===== config.mk =====
export PLATFORM = sky130hd
export DESIGN_NAME = mem_byte_lane_unit
export DESIGN_NICKNAME = d
export VERILOG_FILES = /design/src/rtl/mem_byte_lane_unit_pkg.sv /design/src/rtl/mem_byte_lane_unit_lane_select.sv /design/src/rtl/mem_byte_lane_unit.sv
export SDC_FILE = /design/constraint.sdc
export NUM_CORES = 1
export LEC_CHECK = 0
export CAP_MARGIN = 20
export CORE_ASPECT_RATIO = 1.1
export CORE_MARGIN = 2
export CORE_UTILIZATION = 55
export DETAILED_ROUTE_END_ITERATION = 6
export DONT_BUFFER_PORTS = 1
export PLACE_DENSITY = 0.7
export SLEW_MARGIN = 5
export SYNTH_ARGS = -nofsm -noshare
export SYNTH_HDL_FRONTEND = slang
export SYNTH_SLANG_ARGS = --single-unit

===== constraint.sdc =====
create_clock -name Clk -period 2 [get_ports Clk]
set_input_delay 0.1 -clock Clk [delete_from_list [all_inputs] [get_ports Clk]]
set_output_delay 0.1 -clock Clk [all_outputs]
set_load 0.05 [all_outputs]

===== src/rtl/mem_byte_lane_unit_pkg.sv =====
// mem_byte_lane_unit_pkg: size and state encodings, default timeout, alignment rule
package mem_byte_lane_unit_pkg;
  typedef enum logic [1:0] {SZ_BYTE = 2'b00, SZ_HALF = 2'b01, SZ_WORD = 2'b10, SZ_RSVD = 2'b11} size_e;
  typedef enum logic [1:0] {IDLE = 2'b00, ACCESS = 2'b01, DONE = 2'b10} state_e;
  localparam int TIMEOUT_CYCLES_DEFAULT = 16;
  function automatic logic misaligned(input size_e size, input logic [1:0] lo);
    return size == SZ_RSVD || (size == SZ_HALF && lo[0]) || (size == SZ_WORD && lo != 2'b00);
  endfunction
endpackage


===== src/rtl/mem_byte_lane_unit_lane_select.sv =====
// lane_select: store byte enables and lane replication, load byte and halfword lane pick
module lane_select
  import mem_byte_lane_unit_pkg::*;
(
  input  size_e       size,
  input  logic        write,
  input  logic [1:0]  lo,
  input  logic [31:0] sdata,
  input  logic [31:0] rdata,
  output logic [3:0]  be,
  output logic [31:0] wdata,
  output logic [7:0]  byte_lane,
  output logic [15:0] half_lane
);
  always_comb begin
    be = !write ? 4'b0000 : size == SZ_BYTE ? 4'b0001 << lo : size == SZ_HALF ? 4'b0011 << lo : 4'b1111;
    wdata = size == SZ_BYTE ? {4{sdata[7:0]}} : size == SZ_HALF ? {2{sdata[15:0]}} : sdata;
    byte_lane = rdata[{lo, 3'b000} +: 8];
    half_lane = lo[1] ? rdata[31:16] : rdata[15:0];
  end
endmodule


===== src/rtl/mem_byte_lane_unit.sv =====
// mem_byte_lane_unit: sub-word load/store sequencer onto a word memory port with ack timeout
module mem_byte_lane_unit
  import mem_byte_lane_unit_pkg::*;
#(
  parameter int TIMEOUT_CYCLES = TIMEOUT_CYCLES_DEFAULT
) (
  input  logic        Clk,
  input  logic        Reset,
  input  logic        Start,
  input  logic        Write,
  input  logic [1:0]  Size,
  input  logic        Signed,
  input  logic [31:0] Addr,
  input  logic [31:0] StoreData,
  output logic        Busy,
  output logic        Done,
  output logic        Error,
  output logic [7:0]  ByteOut,
  output logic [15:0] HalfOut,
  output logic [31:0] WordOut,
  output logic        SignedOut,
  output logic        MemReq,
  output logic        MemWe,
  output logic [31:0] MemAddr,
  output logic [3:0]  MemBe,
  output logic [31:0] MemWData,
  input  logic        MemAck,
  input  logic [31:0] MemRData
);
  localparam int CW = $clog2(TIMEOUT_CYCLES + 1);
  state_e state_q, state_d;
  size_e size_q, size_d;
  logic we_q, we_d, sgn_q, sgn_d, err_q, err_d, pend_q, pend_d;
  logic [31:0] addr_q, addr_d, sdata_q, sdata_d, word_q, word_d;
  logic [CW-1:0] cnt_q, cnt_d;
  logic [7:0] byte_q, byte_d, byte_lane;
  logic [15:0] half_q, half_d, half_lane;
  lane_select u_lane (
    .size(size_q),
    .write(we_q),
    .lo(addr_q[1:0]),
    .sdata(sdata_q),
    .rdata(MemRData),
    .be(MemBe),
    .wdata(MemWData),
    .byte_lane(byte_lane),
    .half_lane(half_lane)
  );
  always_comb begin
    state_d = state_q;
    size_d = size_q;
    we_d = we_q;
    sgn_d = sgn_q;
    err_d = err_q;
    pend_d = pend_q;
    addr_d = addr_q;
    sdata_d = sdata_q;
    cnt_d = cnt_q;
    byte_d = byte_q;
    half_d = half_q;
    word_d = word_q;
    if (state_q == IDLE && Start) begin
      we_d = Write;
      size_d = size_e'(Size);
      sgn_d = Signed;
      addr_d = Addr;
      sdata_d = StoreData;
      err_d = misaligned(size_e'(Size), Addr[1:0]);
      pend_d = err_d;
      cnt_d = '0;
      state_d = err_d ? DONE : ACCESS;
    end
    if (state_q == ACCESS) begin
      cnt_d = cnt_q + 1'b1;
      if (MemAck) begin
        state_d = DONE;
        byte_d = we_q ? byte_q : byte_lane;
        half_d = we_q ? half_q : half_lane;
        word_d = we_q ? word_q : MemRData;
      end else if (cnt_q == CW'(TIMEOUT_CYCLES - 1)) begin
        state_d = DONE;
        err_d = 1'b1;
      end
    end
    if (state_q == DONE) begin
      pend_d = 1'b0;
      state_d = pend_q ? DONE : IDLE;
    end
  end
  always_ff @(posedge Clk) begin
    if (Reset) begin
      state_q <= IDLE;
      size_q <= SZ_BYTE;
      we_q <= 1'b0;
      sgn_q <= 1'b0;
      err_q <= 1'b0;
      pend_q <= 1'b0;
      addr_q <= '0;
      sdata_q <= '0;
      cnt_q <= '0;
      byte_q <= '0;
      half_q <= '0;
      word_q <= '0;
    end else begin
      state_q <= state_d;
      size_q <= size_d;
      we_q <= we_d;
      sgn_q <= sgn_d;
      err_q <= err_d;
      pend_q <= pend_d;
      addr_q <= addr_d;
      sdata_q <= sdata_d;
      cnt_q <= cnt_d;
      byte_q <= byte_d;
      half_q <= half_d;
      word_q <= word_d;
    end
  end
  always_comb begin
    Busy = state_q != IDLE;
    Done = state_q == DONE && !pend_q;
    Error = Done && err_q;
    MemReq = state_q == ACCESS;
    MemWe = MemReq && we_q;
    MemAddr = {addr_q[31:2], 2'b00};
    ByteOut = byte_q;
    HalfOut = half_q;
    WordOut = word_q;
    SignedOut = sgn_q;
  end
endmodule

* Word level (Yosys, flattened, before mapping)
Index checks and enable logic that the tools add are counted.
** Cells by class
- $add $sub $neg :: 1
- Eq/ne operators :: 7
- Shifts and indexed selects :: 3
- Muxes and demuxes :: 19
- Bitwise operators :: 1
- Reduce and logical (&&, ||, !) cells :: 16
** Operators with widths (count)
- $mux 32 :: 2
- $shiftx 32x6->8 :: 1
- $mux 16 :: 1
- $mux 2 :: 7
- $mux 4 :: 3
- $mux 5 :: 2
- $eq 2x1->1 const B :: 3
- $eq 2x2->1 const B :: 3
- $logic_and 1x1->1 :: 6
- $reduce_bool 2->1 :: 3
- $add 5x1->5 const B :: 1
- $eq 5x4->1 const B :: 1
- $logic_not 2->1 :: 2
- $mux 1 :: 4
- $shl 1x2->4 const A :: 1
- $shl 2x2->4 const A :: 1
- $reduce_and 3->1 :: 1
- $logic_or 1x1->1 :: 2
- $reduce_or 2->1 :: 1
- $logic_not 1->1 :: 1
- $not 1->1 :: 1
** Storage, ports and cells
- Register bits :: 133
- Output and inout port bits :: 130

* Logic depth before layout (Yosys ltp)
- Depth after elaboration :: 10
- Depth in mapped cells :: 7

* Modules after synthesis
Synthesis repeated with hierarchy kept, for this count alone.
** Second synthesis, totals
- Cells, all modules :: 745
- Area total of the unflattened synthesis :: 5881.9 um^2
** Modules (own cells, without submodules)
- mem_byte_lane_unit :: times used 1, cells each 635, area each 4987.3 um^2, sequential area each 2662.6 um^2
- lane_select :: times used 1, cells each 110, area each 894.6 um^2, sequential area each 0.0 um^2

* Least setup slack after synthesis
No wires, ideal clock.
- Path type :: register -> output
- Start :: register state_q[1]
- End :: output port Error
- Arrival time :: 2.288 ns
- Required time :: 1.900 ns
- Setup slack :: -0.388 ns
- Stages on the path, launching flop included :: 4
- Buffers on the path :: 1
- Cells stage by stage :: dfxtp_1 -> buf_2 -> nor3b_1 -> and2_1
** Between the ends
- Word-level cells in the longest chain between the ends :: 3
** Ends and longest elaborated chain
- from (decl) :: line mem_byte_lane_unit.sv:31 : state_e state_q, state_d;
- from (signal assigned) :: line mem_byte_lane_unit.sv:105 : state_q <= state_d;
- $eq 2x2->1 :: line mem_byte_lane_unit.sv:121 : Done = state_q == DONE && !pend_q;
- $logic_and 1x1->1 :: line mem_byte_lane_unit.sv:121
- named net Done :: line mem_byte_lane_unit.sv:16 : output logic Done,
- $logic_and 1x1->1 :: line mem_byte_lane_unit.sv:122 : Error = Done && err_q;
- to (decl) :: line mem_byte_lane_unit.sv:17 : output logic Error,
The timed path passes the listed nets, and every way through them passes these cells.

* Worst setup path after layout
- Start :: register state_q[0]
- End :: register word_q[4] (netlist: WordOut[4])
** Between the ends
- Word-level cells in the longest chain between the ends :: 2
** Ends and longest elaborated chain
- $eq 2x1->1 :: line mem_byte_lane_unit.sv:73 : if (state_q == ACCESS) begin
- $reduce_and 3->1 (no line)
- to (signal assigned) :: line mem_byte_lane_unit.sv:116 : word_q <= word_d;
- to (decl) :: line mem_byte_lane_unit.sv:34 : logic [31:0] addr_q, addr_d, sdata_q, sdata_d, word_q, word_d;
Every way passes these cells.
A chain may end at the register's enable or synchronous reset.

==> results.json <==
{
  "ys_ff_latch": 133,
  "fillers": 755,
  "grt_pass1_vias": 4575,
  "layout-drive-gt1-share": 0.130,
  "area_growth_pct": 30.8,
  "hold-path-endpoint": "pend_q",
  "grt_max_degree": 125,
  "layout_commonest_cell": "nand2_1",
  "syn_area_sq_um": 5800,
  "r2r_start": "state_q[0]",
  "fmax_mhz": 506,
  "worst_slew_pin_slew_ps": 565,
  "avgSynthCellArea_sq_um": 8.10,
  "drv_cap": 0,
  "drt.antenna.violating_nets": 0,
  "drt-met1-wl_microns": 6180,
  "fin_skew_ps": 10.8,
  "ys_warn_count": 0,
  "hpwl_microns": 10300,
  "gp_congestion": 0.827,
  "post_cts_buffers": 0,
  "detail_route.vias_per_cell": 5.54,
  "final_max_slew_viol_count": 0,
  "status": "finished, violations left",
  "ios": 234,
  "top_layer_used": "met4",
  "vias": 5276,
  "start_util": 0.561,
  "multi_input_area_sq_um": 2560,
  "wl_met3_microns": 1650,
  "seqPwrFrac": 0.413,
  "synth.distinct_cells": 36,
  "clk_pin_slew_ps": 60,
  "cp_slowest_cell": "dlygate4sd3_1",
  "cp.arrival_ps": 2330,
  "crit_buf_inv": 2,
  "peakVddDrop_mv": 0.671,
  "placed_cell_area_sq_um": 5880,
  "finalNetCount": 907,
  "r2r_slack_ps": 30,
  "hold_class": "in -> reg",
  "hold_ws_ps": -2.17,
  "period_minus_slack_ps": 1970,
  "worstSetupStartpointType": "flop",
  "preCtsSetupSlack_ps": 369,
  "post-route-period-util": 0.987,
  "synth_edf_count": 0,
  "antenna_found_initial": 0,
  "critPathTopFamily": "buffers and inverters",
  "drc": 0,
  "first_pass_iters": 6,
  "synth_cells": 717,
  "grt_pass1_wl_microns": 22700,
  "crit_type": "reg -> reg",
  "setup_slack_ps": 25.7,
  "cts.sinks": 133,
  "routedWlPerCell_microns": 18.1,
  "drt_iter0_markers": 410,
  "dr_wl_met2_microns": 9050,
  "rows": 39,
  "internal-power_mw": 5.29,
  "relSlewSlack": 0.623,
  "synth_ff_type": "dfxtp_1",
  "cp-end-kind": "flop",
  "cts_max_path_buffers": 2,
  "holdPathStages": 3,
  "track_usage": 0.253,
  "reg2reg_depth": 5,
  "htreeDepth": 4,
  "violations": "hold timing",
  "pwr-share-clk": 0.417,
  "die_w_microns": 102,
  "critPathMaxFanout": 72,
  "cp_cell_sequence": "and4bb_2, buf_12, nand2_1, a21oi_1, dlygate4sd3_1",
  "p_per_area_nw_per_um2": 1030,
  "gr-total-overflow": 0,
  "cts_tree": "built",
  "clk_latency_ps": 410,
  "root_buffer": "clkbuf_16",
  "p_comb_frac": 0.170,
  "switchingPower_mw": 2.50,
  "final_cell_mix": "nand2_1, dfxtp_1, a21oi_1",
  "hp-start": "Start",
  "portBuffers": 0,
  "final_area_sq_um": 7590,
  "switching_share": 0.321,
  "r2r_end": "WordOut[4]",
  "die-area_sq_um": 11400,
  "finalSetupViolations": 0,
  "cpPeakStageDelay_ps": 560,
  "seq_area_sq_um": 2670,
  "die_h_microns": 112,
  "yosysSeqAreaShare": 0.459,
  "fp.coreArea_sq_um": 10300,
  "worst_ep_required_time_ps": 2350,
  "power_leakage_nw": 3.05,
  "drt-total-wl_microns": 17300,
  "cts_buffers": 17,
  "finalHoldViolations": 1,
  "async_flop_share": 0,
  "diodes": 0
}
==> worst reg2reg max path: cells and delay by family (launching register included) <==
kind,cells,cell delay (ps)
compound gates,1,170
buf+inv,2,840
simple gates,2,440
flops,1,460
==> cell families after synthesis <==
logic type,share of synthesized area
buffers and inverters,0.102
adder cells (fa/ha/maj),0.0129
AO/OA/AOI/OAI,0.154
flip-flops,0.459
multiplexers,0.0744
AND/OR/NAND/NOR,0.197
other,0.000646
==> registers in the layout (all words and copies together), names as in the netlist <==
name and cells:
addr_q 32, we_q 1, size_q 2, sdata_q 32, pend_q 1, SignedOut 1, err_q 1, HalfOut 16
state_q 2, WordOut 32, cnt_q 5, ByteOut 8
==> through the flow <==
| stage | hold slack (ps) | TNS, ps | util | power, mW | std cells |
|---|---|---|---|---|---|
| after floorplan | 236 | 0 | - | 4.22 | 718 |
| after global placement | 177 | 0 | 0.569 | 4.33 | 814 |
| after detailed placement | 180 | 0 | 0.569 | 4.37 | 814 |
| after CTS | -251 | 0 | 0.651 | 7.65 | 869 |
| after global routing | 17.5 | -51.8 | 0.734 | 8.06 | 953 |
| final | -2.17 | 0 | 0.734 | 7.79 | 953 |
==> repair_timing <==
item / in CTS / in global routing
endpoints found under the hold margin: 123 / 102
resized for setup: 0 / 2
hold buffers: 23 / 84
endpoints found under the setup margin: 0 / 14
==> cells in the mapped netlist (4+ instances only) <==
library cell | number | area [sq um]
nand2_1 | 227 | 852
dfxtp_1 | 133 | 2660
a21oi_1 | 109 | 546
buf_4 | 46 | 345
clkbuf_1 | 24 | 90.1
mux2i_1 | 24 | 240
buf_2 | 20 | 100
nor2_1 | 20 | 75.1
a211oi_1 | 17 | 128
mux2_2 | 17 | 191
o21ai_0 | 11 | 55.1
and3_1 | 9 | 56.3
a41o_1 | 8 | 80.1
inv_1 | 7 | 26.3
ha_1 | 6 | 75.1
nand3_1 | 6 | 30.0
o21a_1 | 5 | 37.5
nand2b_1 | 4 | 25.0
==> power by group through the flow <==
stage / logic, mW / clock network, mW / registers, mW
6_report: 1.33 / 3.25 / 3.22
3_5_place_dp: 1.10 / 0 / 3.27
4_1_cts: 1.14 / 3.29 / 3.21
2_1_floorplan: 1.12 / 0 / 3.10
5_1_grt: 1.41 / 3.41 / 3.24
3_3_place_gp: 1.07 / 0 / 3.26
==> layout make-up <==
type                            count  area share
Clock inverter                     15      0.0254
Clock buffer                       17      0.0560
Inverter                            8     0.00396
Timing Repair Buffer              153       0.202
Tap cell                          143      0.0236
Multi-Input combinational cell    484       0.338
Sequential cell                   133       0.351
==> how the worst max path moves through the flow <==
stage                    start           to  slack, ps  cells after the start
finish              state_q[0]   WordOut[4]         30                      5
global route        state_q[0]   WordOut[4]        -20                      5
CTS                 state_q[0]     cnt_q[3]         20                      4
detailed placement  state_q[0]  sdata_q[26]        370                      4
global placement    state_q[0]   addr_q[31]        490                      4
floorplan            addr_q[0]     MemBe[2]        110                      5
==> layer usage <==
layer | global-route usage | up-vias
met5 | 0 | -
met4 | 0.0818 | 0
met3 | 0.0992 | 36
met2 | 0.452 | 269
met1 | 0.269 | 2460
li1 | - | 2511
No activity file was read; power rests on OpenSTA's default activity.
